File: config.mk
export PLATFORM = sky130hd
export DESIGN_NAME = pipeline_stall_ctrl
export DESIGN_NICKNAME = d
export VERILOG_FILES = /design/src/rtl/pipeline_stall_ctrl.sv
export SDC_FILE = /design/constraint.sdc
export NUM_CORES = 1
export LEC_CHECK = 0
export ABC_AREA = 1
export CAP_MARGIN = 20
export CORE_ASPECT_RATIO = 1.25
export CORE_UTILIZATION = 40
export CTS_CLUSTER_DIAMETER = 50
export DETAILED_ROUTE_END_ITERATION = 7
export HOLD_SLACK_MARGIN = 0.12
export MAX_ROUTING_LAYER = met4
export SETUP_SLACK_MARGIN = 0.4
export SLEW_MARGIN = 30
export SYNTH_ARGS = -nofsm -noshare
export SYNTH_HDL_FRONTEND = slang
export SYNTH_SLANG_ARGS = --single-unit
File: constraint.sdc
create_clock -name clk_i -period 3.9 [get_ports clk_i]
set_clock_uncertainty 0.15 [all_clocks]
set_input_delay 0.78 -clock clk_i [delete_from_list [all_inputs] [get_ports clk_i]]
set_output_delay 0.78 -clock clk_i [all_outputs]
set_load 0.05 [all_outputs]
File: src/rtl/pipeline_stall_ctrl.sv
// pipeline_stall_ctrl: hazard/stall sequencer with CGRA request/done handshake and stall counter
module pipeline_stall_ctrl #(
    parameter int CGRA_TIMEOUT = 1024,
    parameter int CNT_W        = 16
) (
    input  logic             clk_i,
    input  logic             rst_i,
    input  logic             IDEX_MemRead_i,
    input  logic [4:0]       IDEX_Rd_i,
    input  logic [4:0]       IFID_Rs1_i,
    input  logic [4:0]       IFID_Rs2_i,
    input  logic             Branch_taken_i,
    input  logic             dmem_stall_i,
    input  logic             cgra_start_i,
    input  logic             cgra_ack_i,
    input  logic             cgra_done_i,
    output logic             Stall_o,
    output logic             PCWrite_o,
    output logic             IFIDWrite_o,
    output logic             Hold_o,
    output logic             Flush_o,
    output logic             cgra_req_o,
    output logic             cgra_wb_o,
    output logic             cgra_err_o,
    output logic [CNT_W-1:0] stall_cnt_o
);
    typedef enum logic [1:0] {RUN, MEM_WAIT, CGRA_REQ, CGRA_BUSY} state_t;
    state_t state, next;
    logic [15:0] tcnt;
    logic load_use, tmo;
    assign load_use = IDEX_MemRead_i & (IDEX_Rd_i != 5'd0) &
                      (IDEX_Rd_i == IFID_Rs1_i | IDEX_Rd_i == IFID_Rs2_i);
    assign tmo = tcnt == 16'(CGRA_TIMEOUT - 1);
    always_comb begin
        next        = state;
        Stall_o     = 1'b0;
        PCWrite_o   = 1'b0;
        IFIDWrite_o = 1'b0;
        Hold_o      = 1'b1;
        case (state)
            RUN:
                if (dmem_stall_i) next = MEM_WAIT;
                else if (cgra_start_i) next = CGRA_REQ;
                else begin
                    Hold_o      = 1'b0;
                    Stall_o     = load_use;
                    PCWrite_o   = ~load_use;
                    IFIDWrite_o = ~load_use;
                end
            MEM_WAIT:  next = dmem_stall_i ? MEM_WAIT : RUN;
            CGRA_REQ:  next = cgra_ack_i ? CGRA_BUSY : CGRA_REQ;
            CGRA_BUSY: next = (cgra_done_i | tmo) ? RUN : CGRA_BUSY;
            default:   next = RUN;
        endcase
        // reset forces RUN, but the pipeline must stay frozen while it is held
        if (!rst_i) begin
            Hold_o      = 1'b1;
            Stall_o     = 1'b0;
            PCWrite_o   = 1'b0;
            IFIDWrite_o = 1'b0;
        end
    end
    assign Flush_o = Branch_taken_i & ~Hold_o & ~Stall_o;
    always_ff @(posedge clk_i or negedge rst_i) begin
        if (!rst_i) begin
            state       <= RUN;
            tcnt        <= '0;
            cgra_req_o  <= 1'b0;
            cgra_wb_o   <= 1'b0;
            cgra_err_o  <= 1'b0;
            stall_cnt_o <= '0;
        end else begin
            state      <= next;
            cgra_req_o <= next == CGRA_REQ;
            cgra_wb_o  <= state == CGRA_BUSY && cgra_done_i;
            tcnt       <= state == CGRA_BUSY ? tcnt + 16'd1 : 16'd0;
            if (state == CGRA_BUSY && !cgra_done_i && tmo) cgra_err_o <= 1'b1;
            if ((Hold_o | Stall_o) && ~&stall_cnt_o) stall_cnt_o <= stall_cnt_o + 1'b1;
        end
    end
endmodule

==> results.json <==
{
  "cts_tree": "built",
  "end_kind": "output pin",
  "overflow": 0,
  "dp_cells": 429,
  "cts-root-buf": "clkbuf_8",
  "drt_wl_total_um": 5129,
  "min_path_cells": 1,
  "avgSynthCellArea_sq_um": 7.239,
  "setup_viol": 0,
  "clkSinkCount": 37,
  "internal-power_uw": 891.5,
  "p_leak_uw": 0.001413,
  "portBuffers": 46,
  "synth_top_cell_by_area": "dfrtp_1",
  "fin_ws_ns": 0.6043,
  "drv_cap": 0,
  "die_x_um": 70.28,
  "tns_ns": 0,
  "final_common_cell": "nand2_1",
  "crit_family": "buffers and inverters",
  "critical_path_required_ns": 2.97,
  "crit_buf_inv": 3,
  "clockBufferDepth": 2,
  "power.total_uw": 1464,
  "fin_crit_sh_pct": 84.50,
  "grt_max_degree": 38,
  "power.net_switching_uw": 572.5,
  "post_cts_resized": 0,
  "rsz0062_at_grt": "false",
  "syn_inst": 322,
  "yosysSeqAreaShare_pct": 39.72,
  "wl_per_cell_um": 11.74,
  "rr_worst_depth": 7,
  "power_frac_seq_pct": 35.5,
  "worst_pin_slew_ns": 0.5040,
  "cts.hold.buffers_added": 0,
  "core_region_area_sq_um": 5518,
  "max-slew-margin-rel_pct": 66.29,
  "cpMostUsedCell": "clkdlybuf4s50_1",
  "p_per_area_nw_per_um2": 497.5,
  "yosys_warnings": 0,
  "ir_drop_v": 0.0003626,
  "ys_ff_latch": 37,
  "mappedNetlistNets": 347,
  "antenna_cells": 0,
  "dr.first_iter.drc_count": 132,
  "grt_pass1_vias": 1994,
  "period_needed_ns": 3.296,
  "fmax_mhz": 303.4,
  "clockPowerShare_pct": 27.8,
  "area_delta_synth_final_pct": 26.25,
  "drive_gt1_share_pct": 9.383,
  "yosysTopAreaCellShare_pct": 39.72,
  "post_cts_buffers": 0,
  "synthFlopType": "dfrtp_1",
  "viasPerCell": 4.835,
  "fillers": 532,
  "crit_chain": "clkdlybuf4s50_1 > nor2_1 > and3_1 > inv_1 > clkdlybuf4s50_1",
  "slew_viol_final": 0,
  "holdCritStartpoint": "tcnt[0]",
  "gp_congestion": 0.8960,
  "p_sw_share_pct": 39.11,
  "reg2reg_to": "stall_cnt_o[6]",
  "stdcell_area_sq_um": 2943,
  "holdPathEnd": "tcnt[0]",
  "rows": 30,
  "p_comb_share_pct": 36.7,
  "synth_area_leaders": "dfrtp_1 (40%), nand2_1 (16%), inv_1 (7.1%)",
  "dp_slack_ns": 0.6029,
  "route.antenna.remaining_nets": 0,
  "drc": 0,
  "synth_cell_types": 29,
  "arrival_ns": 2.37,
  "cts_made_buffers": 5,
  "cpPeakStageDelay_ns": 0.80,
  "clk_latency_ns": 0.29,
  "start_util_pct": 42.24,
  "clk_pin_slew_worst_paths_ns": 0.09,
  "start_kind": "input pin",
  "dpl_cell_area_sq_um": 2805,
  "nets": 397,
  "mostFrequentLayoutCells": "nand2_1 (98), inv_1 (44), clkdlybuf4s50_1 (41)",
  "instances_no_fill": 437,
  "rrSetupSlack_ns": 2.00,
  "grt_pass1_wl_um": 8887,
  "htreeDepth": 2,
  "die_height_um": 87.35,
  "hold_violations": 0,
  "drt_first_pass_iters": 4,
  "syn-cell-area_sq_um": 2331,
  "dp.final_hpwl_um": 3856,
  "synth_edf_count": 0,
  "crit_fanout": 2,
  "r2r-start": "stall_cnt_o[0]",
  "ios": 47,
  "outcome": "complete, no violations",
  "grt_usage_pct": 18.77,
  "postSynth.asyncResetShare_pct": 100.0,
  "vias": 2113,
  "die_area_sq_um": 6139,
  "slowest_stage": "clkdlybuf4s50_1",
  "antenna_found_initial": 0,
  "hp-class": "flop to flop",
  "criticalPathCategory": "input pin to output pin"
}
worst max path at each step:
stage,startpoint,endpoint,slack [ns],depth (start not counted)
floorplan,IDEX_Rd_i[3],Flush_o,0.82,9
global placement,dmem_stall_i,Hold_o,0.61,5
detailed placement,dmem_stall_i,Hold_o,0.60,5
CTS,dmem_stall_i,Hold_o,0.60,5
global route,dmem_stall_i,Hold_o,0.52,5
finish,dmem_stall_i,Hold_o,0.60,5
flip-flops by register name, summed over array words and instances (netlist names):
register	flops
cgra_req_o	1
cgra_wb_o	1
stall_cnt_o	16
state	2
tcnt	16
cgra_err_o	1
power by group through the flow:
stage	combinational, uW	sequential, uW	clock, uW
floorplan	233	662	0
global placement	535	524	0
detailed placement	538	525	0
CTS	541	518	421
global route	588	535	432
finish	537	519	408
worst reg2reg max path, stage by stage, from the launching register on:
cell	delay, ns
dfrtp_1	0.42
ha_1	0.25
nand3_2	0.15
nor2_4	0.18
nand4_4	0.28
nand2_4	0.28
nand2_1	0.08
nand2_1	0.06
synth_stat cells (all sizes together), types with 2 or more instances:
master,number
a21oi,8
buf,5
dfrtp,37
ha,2
inv,49
nand2,101
nand3,35
nand4,5
nor2,39
nor3,12
o21ai,7
xnor2,5
xor2,11
layer usage:
| metal | global-route usage (%) | up-vias | part of all wire [%] |
|---|---|---|---|
| met5 | - | - | 0 |
| met4 | 6.364 | 0 | 1.6 |
| met3 | 4.051 | 8 | 4.3 |
| met2 | 33.59 | 35 | 51 |
| met1 | 20.52 | 957 | 43 |
| li1 | - | 1113 | - |
through the flow:
stage / utilization, % / hold slack [ns]
floorplan: - / 0.2829
global placement: 50.84 / 0.3020
detailed placement: 50.84 / 0.3050
CTS: 53.33 / 0.3171
global route: 53.33 / 0.3412
finish: 53.33 / 0.3126
kinds of logic after synthesis:
| family | Yosys count | synth area share (%) |
|---|---|---|
| and+or+nand+nor | 195 | 38.27 |
| buffers and inverters | 54 | 10.74 |
| DFF | 37 | 39.72 |
| AOI/OAI and AO/OA | 18 | 4.187 |
| xor gates and xnor gates | 16 | 6.012 |
| adders and majority gates | 2 | 1.073 |
layout make-up:
cell class	instances	area [sq um]	area share (%)
clock buffer	5	68.82	2.338
inverter	49	183.9	6.250
multi-input combinational	231	1155	39.24
clock inverter	3	68.82	2.338
timing repair buffer	48	460.4	15.65
sequential	37	925.9	31.46
tap	64	80.08	2.721
No activity file was read; power rests on OpenSTA's default activity.
